[src/rtl/parallel_transmitter_pkg.sv]
// Shared definitions for the parallel link: FSM state encodings and sizing helpers.
// The Receiver side imports the same package so both ends agree on encodings.
package parallel_transmitter_pkg;

  localparam int DATA_WIDTH_DEF = 16;
  localparam int FIFO_DEPTH     = 8;

  typedef enum logic [2:0] {
    ST_IDLE     = 3'd0,
    ST_FETCH    = 3'd1,
    ST_SETUP    = 3'd2,
    ST_WAIT_ACK = 3'd3,
    ST_WAIT_REL = 3'd4
  } tx_state_t;

  // Bits needed for a counter that must reach max(a, b)
  function automatic int cnt_bits(input int a, input int b);
    int m;
    m = (a > b) ? a : b;
    return (m < 1) ? 1 : $clog2(m + 1);
  endfunction

endpackage

[src/rtl/parallel_transmitter_fifo.sv]
// Synchronous word FIFO; read data is registered and valid the edge after rd_en.
module parallel_transmitter_fifo #(
  parameter int W     = 16,
  parameter int DEPTH = 8
) (
  input  logic         clk,
  input  logic         rst,
  input  logic         wr_en,
  input  logic [W-1:0] din,
  input  logic         rd_en,
  output logic [W-1:0] dout,
  output logic         full,
  output logic         empty
);

  localparam int AW = (DEPTH > 1) ? $clog2(DEPTH) : 1;

  logic [W-1:0]  mem [DEPTH];
  logic [AW-1:0] wptr, rptr;
  logic [AW:0]   count;
  logic          wr_ok, rd_ok;

  assign full  = (count == (AW+1)'(DEPTH));
  assign empty = (count == '0);
  assign wr_ok = wr_en && !full;
  assign rd_ok = rd_en && !empty;

  always_ff @(posedge clk) begin
    if (wr_ok) mem[wptr] <= din;
  end

  always_ff @(posedge clk or posedge rst) begin
    if (rst) begin
      wptr  <= '0;
      rptr  <= '0;
      count <= '0;
      dout  <= '0;
    end else begin
      if (wr_ok) wptr <= wptr + 1'b1;
      if (rd_ok) begin
        rptr <= rptr + 1'b1;
        dout <= mem[rptr];
      end
      // simultaneous push and pop leaves occupancy unchanged
      case ({wr_ok, rd_ok})
        2'b10:   count <= count + 1'b1;
        2'b01:   count <= count - 1'b1;
        default: count <= count;
      endcase
    end
  end

endmodule

[src/rtl/parallel_transmitter_sync.sv]
// Multi-flop synchroniser for a single asynchronous level (remote ready).
module parallel_transmitter_sync #(
  parameter int STAGES = 2
) (
  input  logic clk,
  input  logic rst,
  input  logic d,
  output logic q
);

  logic [STAGES-1:0] ff;

  always_ff @(posedge clk or posedge rst) begin
    if (rst) ff <= '0;
    else     ff <= {ff[STAGES-2:0], d};
  end

  assign q = ff[STAGES-1];

endmodule

[src/rtl/parallel_transmitter.sv]
// Sending side of the FPGA-to-FPGA parallel link: FIFO-buffered words driven onto
// the bus under a 4-phase valid/ready handshake with a synchronised remote ready.
module parallel_transmitter
  import parallel_transmitter_pkg::*;
#(
  parameter int DATA_WIDTH     = DATA_WIDTH_DEF,
  parameter int SETUP_CYCLES   = 2,
  parameter int TIMEOUT_CYCLES = 4096,
  parameter int CNT_WIDTH      = 16
) (
  input  logic                  clk_tx,
  input  logic                  rst_tx,
  input  logic [DATA_WIDTH-1:0] data_in,
  input  logic                  wr_en,
  output logic                  fifo_full,
  output logic [DATA_WIDTH-1:0] parallel_data_out,
  output logic                  parallel_valid_out,
  input  logic                  parallel_ready_in,
  output logic                  busy,
  output logic [CNT_WIDTH-1:0]  tx_count,
  output logic                  timeout_err
);

  localparam int CW     = cnt_bits(SETUP_CYCLES, TIMEOUT_CYCLES);
  localparam bit TO_EN  = (TIMEOUT_CYCLES != 0);

  tx_state_t             state;
  logic [CW-1:0]         cnt;
  logic [DATA_WIDTH-1:0] data_reg;
  logic [DATA_WIDTH-1:0] fifo_dout;
  logic                  valid;
  logic                  ready_sync;
  logic                  fifo_empty;
  logic                  read_en;
  logic                  setup_done;
  logic                  to_limit;
  logic                  to_last;

  parallel_transmitter_sync #(.STAGES(2)) u_ready_sync (
    .clk (clk_tx),
    .rst (rst_tx),
    .d   (parallel_ready_in),
    .q   (ready_sync)
  );

  parallel_transmitter_fifo #(.W(DATA_WIDTH), .DEPTH(FIFO_DEPTH)) u_fifo (
    .clk   (clk_tx),
    .rst   (rst_tx),
    .wr_en (wr_en),
    .din   (data_in),
    .rd_en (read_en),
    .dout  (fifo_dout),
    .full  (fifo_full),
    .empty (fifo_empty)
  );

  assign read_en    = (state == ST_IDLE) && !fifo_empty;
  assign setup_done = (cnt == CW'(SETUP_CYCLES - 1));
  assign to_limit   = (cnt == CW'(TIMEOUT_CYCLES));
  assign to_last    = (cnt == CW'(TIMEOUT_CYCLES - 1));

  always_ff @(posedge clk_tx or posedge rst_tx) begin
    if (rst_tx) begin
      state       <= ST_IDLE;
      cnt         <= '0;
      data_reg    <= '0;
      valid       <= 1'b0;
      tx_count    <= '0;
      timeout_err <= 1'b0;
    end else begin
      case (state)
        ST_IDLE: begin
          valid <= 1'b0;
          cnt   <= '0;
          if (!fifo_empty) state <= ST_FETCH;
        end
        ST_FETCH: begin
          data_reg <= fifo_dout;
          cnt      <= '0;
          state    <= ST_SETUP;
        end
        ST_SETUP: begin
          // valid may only rise once the partner has released ready
          if (setup_done) begin
            if (!ready_sync) begin
              valid <= 1'b1;
              cnt   <= '0;
              state <= ST_WAIT_ACK;
            end
          end else begin
            cnt <= cnt + 1'b1;
          end
        end
        ST_WAIT_ACK: begin
          if (ready_sync) begin
            valid <= 1'b0;
            cnt   <= '0;
            state <= ST_WAIT_REL;
          end else if (TO_EN && !to_limit) begin
            cnt <= cnt + 1'b1;
            if (to_last) timeout_err <= 1'b1;
          end
        end
        ST_WAIT_REL: begin
          if (!ready_sync) begin
            tx_count <= tx_count + 1'b1;
            cnt      <= '0;
            state    <= ST_IDLE;
          end else if (TO_EN && !to_limit) begin
            cnt <= cnt + 1'b1;
            if (to_last) timeout_err <= 1'b1;
          end
        end
        default: begin
          valid <= 1'b0;
          cnt   <= '0;
          state <= ST_IDLE;
        end
      endcase
    end
  end

  assign parallel_data_out  = data_reg;
  assign parallel_valid_out = valid;
  assign busy               = (state != ST_IDLE);

endmodule
[config.mk]
export PLATFORM = sky130hd
export DESIGN_NAME = parallel_transmitter
export DESIGN_NICKNAME = d
export VERILOG_FILES = /design/src/rtl/parallel_transmitter_pkg.sv /design/src/rtl/parallel_transmitter_fifo.sv /design/src/rtl/parallel_transmitter_sync.sv /design/src/rtl/parallel_transmitter.sv
export SDC_FILE = /design/constraint.sdc
export NUM_CORES = 1
export LEC_CHECK = 0
export CAP_MARGIN = 30
export CELL_PAD_IN_SITES_DETAIL_PLACEMENT = 0
export CELL_PAD_IN_SITES_GLOBAL_PLACEMENT = 1
export CORE_MARGIN = 4
export CORE_UTILIZATION = 54
export DETAILED_ROUTE_END_ITERATION = 12
export GPL_TIMING_DRIVEN = 1
export PLACE_DENSITY = 0.94
export SETUP_SLACK_MARGIN = 0.1
export SLEW_MARGIN = 0
export SYNTH_ARGS = -nofsm -noshare
export SYNTH_HDL_FRONTEND = slang
export SYNTH_SLANG_ARGS = --single-unit
[constraint.sdc]
create_clock -name clk_tx -period 6.8 [get_ports clk_tx]
set_input_delay 1.36 -clock clk_tx [delete_from_list [all_inputs] [get_ports clk_tx]]
set_output_delay 1.36 -clock clk_tx [all_outputs]
set_load 0.05 [all_outputs]
* Word level (Yosys, flattened, before mapping)
Memories as Yosys holds them, arrays and structs flattened. A register that Yosys moved wholly into a read port is not among the register bits. Index checks and enable logic that the tools add are counted. Widths: inputs -> output; s select.
Cells by class: $add $sub $neg 6, eq/ne operators 18, muxes and demuxes 24, bitwise logic cells 2, reduce and logical (&&, ||, !) cells 15
Operator list (count):
- $mux 13 | 5
- $pmux 13 s3 | 1
- $add 16x1->16 const B | 1
- $mux 3 | 5
- $pmux 3 s5 | 1
- $add 13x1->13 const B | 1
- $eq 13x1->1 const B | 1
- $eq 13x12->1 const B | 1
- $eq 13x13->1 const B | 1
- $ne 2x2->1 const B | 5
- $mux 1 | 9
- $pmux 4 s2 | 1
- $add 3x1->3 const B | 2
- $eq 3x2->1 const B | 2
- $reduce_and 5->1 | 1
- $add 4x1->4 const B | 1
- $eq 4x4->1 const B | 1
- $logic_not 4->1 | 1
- $ne 2x1->1 const B | 2
- $reduce_and 4->1 | 1
- $reduce_bool 2->1 | 2
- $sub 4x1->4 const B | 1
- $eq 3x1->1 const B | 1
- $eq 3x3->1 const B | 1
- other kinds (13) | 17
Word-level totals: bits in registers 62, bits in writable memories 128, bits of input ports 20, output and inout bits 36, word-level logic and storage cells 76, memories kept 1
Memory list:
- u_fifo.mem | words 8, width 16, read ports 1, clocked after Yosys merged registers in 1, wr ports 1, RTL line parallel_transmitter_fifo.sv:18 | logic [W-1:0] mem [DEPTH];

* Longest topological paths before layout
depth after elaboration 6, gate-level depth with buffers 10, depth with buffers taken out 9

* Hierarchy
A second synthesis with hierarchy kept.
Unflattened totals: cells, all modules 559, area, all modules 8466.9 um2
Modules (own cells, without submodules):
- parallel_transmitter_fifo | instances 1, cells each 362, area each 6124.6 um2, sequential area each 4494.3 um2
- parallel_transmitter | instances 1, cells each 194, area each 2288.4 um2, sequential area each 1251.2 um2
- parallel_transmitter_sync | instances 1, cells each 3, area each 53.8 um2, sequential area each 50.0 um2

* Least setup slack after synthesis
OpenSTA, ideal clock, no wires.
kind input port to flip-flop, start input port wr_en, end memory u_fifo.mem[0][0], enable pin, data arrival time 3406 ps, required time 6370 ps, path slack 2963 ps, cell stages on the path 3, buffers on the path 0, path through a21boi_1 -> inv_1 -> nor4_1
Between the ends: word-level cells in the longest chain between the ends 3
Ends and longest elaborated chain:
- from (decl) | RTL line parallel_transmitter.sv:14 | input logic wr_en,
- $logic_and 1x1->1 | RTL line parallel_transmitter_fifo.sv:25 | assign wr_ok = wr_en && !full;
- $mux 1 | RTL line parallel_transmitter_fifo.sv:29 | if (wr_ok) mem[wptr] <= din;
- $mux 1 (not written as such) | RTL line parallel_transmitter_fifo.sv:29
- to (decl) | RTL line parallel_transmitter_fifo.sv:18
No other way between the ends.

* Worst setup path after layout
start register state[2], end output port busy
Between the ends: word-level cells in the longest chain between the ends 1
Ends and longest elaborated chain:
- from (decl) | RTL line parallel_transmitter.sv:27 | tx_state_t state;
- from (signal assigned) | RTL line parallel_transmitter.sv:64 | state <= ST_IDLE;
- from (signal assigned) | RTL line parallel_transmitter.sv:75 | if (!fifo_empty) state <= ST_FETCH;
- from (signal assigned) | RTL line parallel_transmitter.sv:80 | state <= ST_SETUP;
- $reduce_bool 3->1 | RTL line parallel_transmitter.sv:125 | assign busy = (state != ST_IDLE);
- to (decl) | RTL line parallel_transmitter.sv:19 | output logic busy,
No other way between the ends.

==> flow_summary.toml <==
[global_route]
grt_pass1_vias = 4737
grt_max_degree = 79
antenna_found_initial = 0
grt_pass1_wl_mm = 26.0
overflow = 0
grt_use_total_pct = 18.7

[floorplanning]
row_count = 45
ios = 56
die_h_um = 133
core-area_um2 = 15200
start_util_pct = 55.1
die_x_um = 133
dieArea_um2 = 17600

[worst_hold_path]
hold_start = "u_ready_sync.ff[0]"
hp-class = "reg2reg"

[clock_network]
clock-sinks = 206
htreeDepth = 1
numCtsBuffers = 21
cts_hold_buffers = 0
path_clk_slew_ns = 0.06
cts_resized = 0
cts_tree = "built"
cts_buffer_depth = 3
clock_latency_ns = 0.49
postCtsSetupRepairBufs = 0
cts_root_buffer = "clkbuf_16"

[logic_synthesis]
yosys.area.top_type = "edfxtp_1"
yosysTopAreaCellShare_pct = 45.9
yosysSeqAreaShare_pct = 69.2
netlist-cell-type-count = 51
ys_ff_latch = 206
synth_area_um2 = 8370
synthCells = 510
synth_edf_count = 128
syn-num-nets = 540
async_flop_share_pct = 37.9
ys_warn_count = 0
synth.area.top_cells = "edfxtp_1, dfrtp_1, mux4_2"
synth-main-ff-cell = "edfxtp_1"
syn_avg_cell_area_um2 = 16.4

[worst_setup_path]
worstSetupEndpoint = "busy"
arrival_ns = 2.14
worstSetupEndpointType = "primary output"
ff2ff_path_depth = 9
criticalPathCategory = "reg2out"
cp-start-kind = "flip-flop"
cp_cell_sequence = "or3_1 > clkdlybuf4s50_1"
crit_path_top_delay_cell = "clkdlybuf4s50_1"
regToRegSetupSlack_ns = 3.79
crit_path_start = "state[2]"
worstPathRequired_ns = 5.44
crit_path_max_fanout = 13
r2r_end = "u_fifo.count[3]"
r2r-start = "u_fifo.count[1]"
slowest_delay_ns = 0.72

[drt]
viasPerCell = 5.80
route.detailed.drc = 0
wirelength_mm = 16.1
drtIter0Drc = 238
vias = 4528
avgRoutedWirePerCell_um = 20.6
first_pass_iters = 5
ant_nets = 0

[final_layout]
drive_above_1_share_pct = 19.2
nets = 610
nFillCells = 1050
area_growth_pct = 17.8
fin_cells = 781
antenna_cells = 0
final_area_um2 = 9860

[timing]
hold_viol = 0
tightest_slew_ns = 0.773
fin_crit_sh_pct = 51.5
hold_ws_ns = 0.352
slew_violations = 0
fin_setup_tns_ns = 0
period_minus_slack_ns = 3.50
slew_headroom_pct = 48.0
fmax_ghz = 0.286
rsz0062_at_grt = "no"
setup_violations = 0
skew_ns = 0.00675

[place]
gp_congestion = 0.791
hpwl_mm = 10.8
placed_area_um2 = 9220
numPlacedInstances = 744
port_buffers = 55

[power]
power_density_nw_per_um2 = 427
p_int_mw = 2.79
seqPwrFrac_pct = 42.7
ir_drop_mv = 0.243
power.leakage_nw = 3.66
combPwrFrac_pct = 32.8
swShare_pct = 33.7
p_switching_mw = 1.42
clock_power_share_pct = 24.5
power.total_mw = 4.21

[run_status]
status = "completed"

[run]
cap_violations = 0
kinds of logic after synthesis:
group | after synthesis | share of synthesized area (%)
AOI/OAI and AO/OA | 53 | 4.07
buffers and inverters | 31 | 1.63
DFF | 206 | 69.2
and+or+nand+nor | 120 | 8.04
xor gates and xnor gates | 23 | 2.41
adders and majority gates | 10 | 1.58
muxes | 67 | 13.0
Yosys cell counts, types with 2 or more instances:
library cell and count:
dfrtp_1 78, edfxtp_1 128, o31ai_1 7, nand3_1 12, o22ai_1 3, and4bb_2 2, nor2_1 15, nor3_1 7
a21o_1 2, nor4_1 5, a21oi_1 4, or3_1 4, or2_2 4, clkbuf_1 9, nand4_1 4, inv_1 9
mux4_2 32, mux2i_1 18, mux2_2 17, xnor2_1 18, nand2_1 40, ha_1 9, xor2_1 5, buf_1 2
and4_1 3, nor4_4 2, and2_1 4, o21ai_0 23, o211ai_1 7, nand2b_1 7, buf_2 10
final cells by class:
cell class                      instances  area, µm²  area share [%]
Sequential cell                       206       5800            58.8
Multi-Input combinational cell        273       2470            25.0
Timing Repair Buffer                   69        712            7.22
Clock buffer                           28        572            5.80
Tap cell                              188        235            2.39
Clock inverter                          8       41.3           0.419
Inverter                                9       35.0           0.355
flip-flops by register name (all words and copies together) (netlist names):
register / flops
u_fifo.rptr: 3
tx_count: 16
u_fifo.dout: 16
u_fifo.count: 4
u_fifo.mem: 128
u_fifo.wptr: 3
parallel_valid_out: 1
cnt: 13
parallel_data_out: 16
state: 3
u_ready_sync.ff: 2
timeout_err: 1
layer usage:
metal  global-route usage, %  wire length, µm
met5                       0                0
met4                    4.45              366
met3                    3.69              931
met2                    33.3             8460
met1                    23.9             6330
power by group through the flow:
stage,logic (mW),clock network (mW),registers (mW)
3_5_place_dp,1.39,0,1.82
6_report,1.38,1.03,1.80
4_1_cts,1.40,1.06,1.80
2_1_floorplan,0.835,0,1.91
5_1_grt,1.49,1.12,1.83
3_3_place_gp,1.26,0,1.85
metrics by stage:
| step | setup slack [ns] | utilization [%] |
|---|---|---|
| 6_report | 3.30 | 64.8 |
| 5_1_grt | 3.20 | 64.8 |
| 4_1_cts | 3.29 | 64.7 |
| 3_5_place_dp | 2.90 | 60.6 |
| 3_3_place_gp | 3.05 | 60.2 |
| 2_1_floorplan | 2.96 | - |
cells in the final DEF (no fill, tap or decap), types with 3 or more instances in the layout:
| cell type | count |
|---|---|
| nor2_1 | 15 |
| a21oi_1 | 4 |
| xor2_1 | 5 |
| xnor2_1 | 18 |
| nand4_1 | 4 |
| nand3_1 | 12 |
| nand2_1 | 40 |
| edfxtp_1 | 128 |
| clkdlybuf4s50_1 | 55 |
| nor4_1 | 4 |
| clkinv_2 | 6 |
| ha_1 | 9 |
| mux2i_1 | 18 |
| and4_1 | 3 |
| clkbuf_16 | 21 |
| nor3_1 | 3 |
| and2_1 | 4 |
| mux4_2 | 32 |
| nand2b_1 | 7 |
| or3_1 | 4 |
| dfrtp_1 | 77 |
| o31ai_1 | 7 |
| inv_1 | 8 |
| clkbuf_1 | 5 |
| mux2_2 | 17 |
| or2_2 | 4 |
| o211ai_1 | 7 |
| o22ai_1 | 3 |
| buf_4 | 10 |
| o21ai_0 | 23 |
| nor3_2 | 4 |
how the worst min path moves through the flow:
stage | to | slack (ns) | depth (start not counted)
final | u_ready_sync.ff[1] | 0.35 | 0
after global routing | u_ready_sync.ff[1] | 0.35 | 0
after CTS | u_ready_sync.ff[1] | 0.35 | 0
after detailed placement | u_ready_sync.ff[1] | 0.34 | 0
after global placement | u_ready_sync.ff[1] | 0.35 | 0
after floorplan | u_ready_sync.ff[1] | 0.33 | 0
critical path, delay by kind of cell, from the launching register on:
kind / cells / cell delay, ns
AND/OR/NAND/NOR: 1 / 0.43
flip-flops: 1 / 0.49
buffers and inverters: 1 / 0.72
Power figures use the tool's default switching activity.
==> RTL change 1, RTL diff (same flow settings) <==
Reset style: synchronous (`rst` and `rst_tx`), changed in 3 clocked blocks. Comments in the files are not updated.
--- a/src/rtl/parallel_transmitter_fifo.sv
+++ b/src/rtl/parallel_transmitter_fifo.sv
@@ -31,3 +31,3 @@
 
-  always_ff @(posedge clk or posedge rst) begin
+  always_ff @(posedge clk) begin
     if (rst) begin
--- a/src/rtl/parallel_transmitter_sync.sv
+++ b/src/rtl/parallel_transmitter_sync.sv
@@ -12,3 +12,3 @@
 
-  always_ff @(posedge clk or posedge rst) begin
+  always_ff @(posedge clk) begin
     if (rst) ff <= '0;
--- a/src/rtl/parallel_transmitter.sv
+++ b/src/rtl/parallel_transmitter.sv
@@ -61,3 +61,3 @@
 
-  always_ff @(posedge clk_tx or posedge rst_tx) begin
+  always_ff @(posedge clk_tx) begin
     if (rst_tx) begin
Formal check against the unedited RTL: differs if rst_tx is asserted again (counterexample within 4 cycles, from zero or initial values and one cycle with rst_tx high); with rst_tx held inactive, the same outputs for 10 cycles.
==> RTL change 1 against the unedited design <==
  * Clock skew is 0.0024 ns higher
  * Routed wire length rose by 2.0%
  * Setup slack worse by 0.33 ns
  * Via count grew 9.1%
  * Sequential share of layout area down 2.9 points
  * Sequential cell count stayed put
  * Design area decreased by 1.9%
  * Synthesized area is 1.4% lower
  * Fmax shrank 8.6%
  * Count of clock-buffer cells in the layout is 2 higher
  * Critical path type unchanged
  * Highest routed layer unchanged
Power is not compared: it rests on default switching activity, and its combinational part moved more than twofold at a synthesized area within 25%.
==> RTL change 1: results (changes against the unedited design) <==
stage,metric,value,unit,change
yosys,share of async-settable or async-resettable flops after synthesis,0,%,was 37.9%
sta,Clock Skew,0.00913,ns,was 0.00675 ns
yosys,Mapped Nets,620,,was 540
drt,final wirelength,16.4,mm,was 16.1 mm
grt,number of global-route vias before repair,4893,,was 4737
grt,first-pass GRT wire length,26.2,mm,was 26.0 mm
drt,vias,4939,,was 4528
grt,total track usage,18.7,%,about the same
worst_setup_path,highest net fanout along the worst path,5,,was 13
run_status,status,"complete, no violations",,unchanged
yosys,Unique masters post-synth,56,,was 51
yosys,adder-cell share of the synthesized area,1.61,%,was 1.58%
hold_path,min-delay worst type,reg2reg,,unchanged
yosys,synth top area cells,"edfxtp_1 47%, dfxtp_1 19%, mux4_2 8.7%",,"was edfxtp_1 46%, dfrtp_1 23%, mux4_2 8.6%"
final_layout,layout cells sized above 1,14.1,%,was 19.2%
yosys,Synth Area in Compound Gates,6.47,%,was 4.07%
final_layout,Nets,681,,was 610
final_layout,fill count,1015,,was 1050
yosys,"Seq/Total Area, Yosys",65.5,%,was 69.2%
cts,Inserted Clock Buffers,22,,was 21
placement,GP Congestion,0.857,,was 0.791
grt,largest net degree at the start of global routing,70,,was 79
sta,Slew headroom,52.7,%,was 48.0%
drt,DRT iter0 DRCs,326,,was 238
placement,DP Wirelength,11.0,mm,was 10.8 mm
yosys,mux cell area share after synthesis,11.2,%,was 13.0%
yosys,Post-synth top cells,"128 x edfxtp_1, 78 x dfxtp_1, 52 x nor2_1, 48 x nand2_1, 32 x mux4_2",,"was 128 x edfxtp_1, 78 x dfrtp_1, 40 x nand2_1, 32 x mux4_2, 23 x o21ai_0"
yosys,XOR/XNOR Fraction of Synth Area,1.80,%,was 2.41%
==> RTL change 1: cell count changes in the layout (fill, tap and decap cells not counted), sizes merged, moves of 16 or more <==
cell / before / now
o21ai: 23 / 6
dfrtp: 78 / 0
a21oi: 4 / 29
a211oi: 0 / 16
nor2: 15 / 52
dfxtp: 0 / 78
==> RTL change 1: cell type report <==
type,instances,area [µm²],area share (%)
clock buffer,30,591,6.11
multi-input combinational,340,2680,27.7
inverter,11,41.3,0.427
clock inverter,9,56.3,0.582
sequential,206,5410,55.9
tap,184,230,2.38
timing repair buffer,70,666,6.88
==> RTL change 1: where the power goes <==
part	switching, µW	internal (µW)	total (µW)
Clock	450	609	1060
Sequential	57.9	1430	1480
Combinational	400	289	688
Total	908	2320	3230
==> RTL change 1: routing by layer <==
metal | track usage (%) | wire length, µm | up-vias
li1 | - | - | 2367
met1 | 24.1 | 6900 | 2405
met2 | 33.0 | 8470 | 145
met3 | 3.33 | 733 | 22
met4 | 4.67 | 298 | 0
met5 | 0 | 0 | -
==> RTL change 1: metrics by stage <==
step           instance area, µm²  hold slack (ns)  instances  utilization (%)  worst slack, ns
2_1_floorplan                8260            0.414        590                -             3.50
3_3_place_gp                 9010            0.431        810             61.0             3.25
3_5_place_dp                 9020            0.444        811             61.2             3.21
4_1_cts                      9670            0.454        850             65.5             2.94
5_1_grt                      9670            0.476        850             65.5             2.88
6_report                     9670            0.452        850             65.5             2.97
==> RTL change 1: critical path: stages (launching register included) <==
cell	delay [ns]
dfxtp_1	0.35
or4b_2	0.75
inv_1	0.09
clkdlybuf4s50_1	0.80
==> RTL change 1: path summary, 6_finish.rpt <==
path	startpoint	end	slack (ns)	cells past startpoint
setup / recovery	u_fifo.count[0]	fifo_full	2.97	3
hold / removal	u_fifo.dout[6]	parallel_data_out[6]	0.45	2
setup reg to reg	state[1]	u_fifo.count[3]	3.81	9
hold reg to reg	u_fifo.dout[6]	parallel_data_out[6]	0.45	2
==> RTL change 1: logic make-up (layout without fill, tap and decap cells) <==
| kind of cell | count (synthesis) | in the layout |
|---|---|---|
| buf+inv | 44 | 120 |
| fa+ha+maj | 10 | 10 |
| compound gates | 80 | 80 |
| mux | 52 | 52 |
| simple gates | 181 | 181 |
| xor+xnor | 17 | 17 |
| flops | 206 | 206 |
==> RTL change 2, RTL diff (same flow settings) <==
Without the edit above. Set the parameter `CNT_WIDTH` to 18 (it was 16).
--- a/src/rtl/parallel_transmitter.sv
+++ b/src/rtl/parallel_transmitter.sv
@@ -8,3 +8,3 @@
   parameter int TIMEOUT_CYCLES = 4096,
-  parameter int CNT_WIDTH      = 16
+  parameter int CNT_WIDTH      = 18
 ) (
Interface: changed (resized tx_count); port bits go from 56 to 58. No check against the original RTL was run, so the function may have changed too.
==> RTL change 2 against the unedited design <==
  * Routed wire length shrank 0.30%
  * Fmax shrank 1.6%
  * Sequential cell count grew 2
  * Worst hold slack lost 0.0027 ns
  * Count of clock-buffer cells in the layout grew 3
  * Synthesized area grew 2.0%
  * Design area grew 2.6%
  * Largest power group unchanged
  * Setup slack lost 0.057 ns
  * Critical path type unchanged
  * Clock skew grew 0.0049 ns
  * Total power grew 2.0%
  * Largest cell class unchanged
  * Register-to-register slack gained 0.27 ns
==> RTL change 2: results (changes against the unedited design) <==
stage,metric,value,unit,change
grt,number of global-route vias before repair,4901,,was 4737
placement,GP Congestion,0.815,,was 0.791
final_layout,fill count,1059,,was 1050
run_status,status,"complete, no violations",,unchanged
cts,clock latency on the worst-skew pair,0.50,ns,
grt,first-pass GRT wire length,26.9,mm,was 26.0 mm
sta,Clock Skew,0.0116,ns,was 0.00675 ns
placement,DP Worst Slack,2.88,ns,was 2.90 ns
final_layout,Nets,625,,was 610
yosys,share of async-settable or async-resettable flops after synthesis,38.5,%,was 37.9%
placement,DP Area,9380,µm²,was 9220 µm²
yosys,Post-synth top cells,"128 x edfxtp_1, 80 x dfrtp_1, 40 x nand2_1, 32 x mux4_2, 20 x xnor2_1",,"was 128 x edfxtp_1, 78 x dfrtp_1, 40 x nand2_1, 32 x mux4_2, 23 x o21ai_0"
sta,fmax,0.281,GHz,was 0.286 GHz
yosys,synth top area cells,"edfxtp_1 45%, dfrtp_1 23%, mux4_2 8.4%",,"was edfxtp_1 46%, dfrtp_1 23%, mux4_2 8.6%"
worst_setup_path,highest net fanout along the worst path,15,,was 13
drt,vias per inst,5.70,,was 5.80
power,Leakage,0.00372,µW,was 0.00366 µW
drt,router iterations before antenna repair,5,,unchanged
yosys,Mapped Nets,554,,was 540
yosys,Unique masters post-synth,55,,was 51
worst_setup_path,reg2reg setup slack,4.06,ns,was 3.79 ns
yosys,"Seq/Total Area, Yosys",68.5,%,was 69.2%
final_layout,layout cells sized above 1,18.5,%,was 19.2%
placement,number of port buffers,57,,was 55
grt,total track usage,19.0,%,was 18.7%
## RTL change 2: final timing paths
path                                    startpoint  cells after the start                  to
worst min register to register  u_ready_sync.ff[0]                      0  u_ready_sync.ff[1]
min in group asynchronous                   rst_tx                      3      u_fifo.dout[6]
worst min-delay path            u_ready_sync.ff[0]                      0  u_ready_sync.ff[1]
worst max-delay path                      state[1]                      2                busy
max in group asynchronous                   rst_tx                      4      u_fifo.rptr[1]
worst max register to register            state[1]                      9     u_fifo.count[3]
## RTL change 2: routing by layer
metal	vias to the layer above	GRT usage, %	part of all wire, %
li1	2127	-	-
met1	2350	26.5	42
met2	162	31.3	50
met3	37	3.10	5.3
met4	0	5.20	2.4
met5	-	0	0
## RTL change 2: critical path, delay by kind of cell, from the launching register on
family                 cells  cell delay (ns)
AND/OR/NAND/NOR            1             0.44
flip-flops                 1             0.56
buffers and inverters      1             0.71
## RTL change 2: layout make-up
class                      instances  area, µm²  area share, %
clock buffer                      31        613           6.06
clock inverter                     7       68.8          0.680
inverter                          13       50.0          0.495
multi-input combinational        281       2550           25.2
sequential                       208       5850           57.8
tap                              211        264           2.61
timing repair buffer              70        721           7.12
## RTL change 2: stage by stage
step	std cells	hold slack, ns
after floorplan	524	0.331
after detailed placement	781	0.341
after global routing	821	0.361
final	821	0.350
after global placement	780	0.332
after CTS	819	0.354
## RTL change 2: logic make-up (layout without fill, tap and decap cells)
family / count (synthesis) / in the layout / synth area share [%]
DFF: 208 / 208 / 68.5
and+or+nand+nor: 131 / 131 / 9.09
muxes: 68 / 68 / 12.9
AOI/OAI and AO/OA: 43 / 43 / 2.96
buffers and inverters: 35 / 121 / 1.95
xor gates and xnor gates: 29 / 29 / 3.06
adders and majority gates: 10 / 10 / 1.55
## RTL change 2: report_power, final
part / leakage (µW) / switching (µW) / internal, µW
registers: 0.00219 / 220 / 1610
logic: 0.00120 / 737 / 609
clock network: 0.000333 / 450 / 665
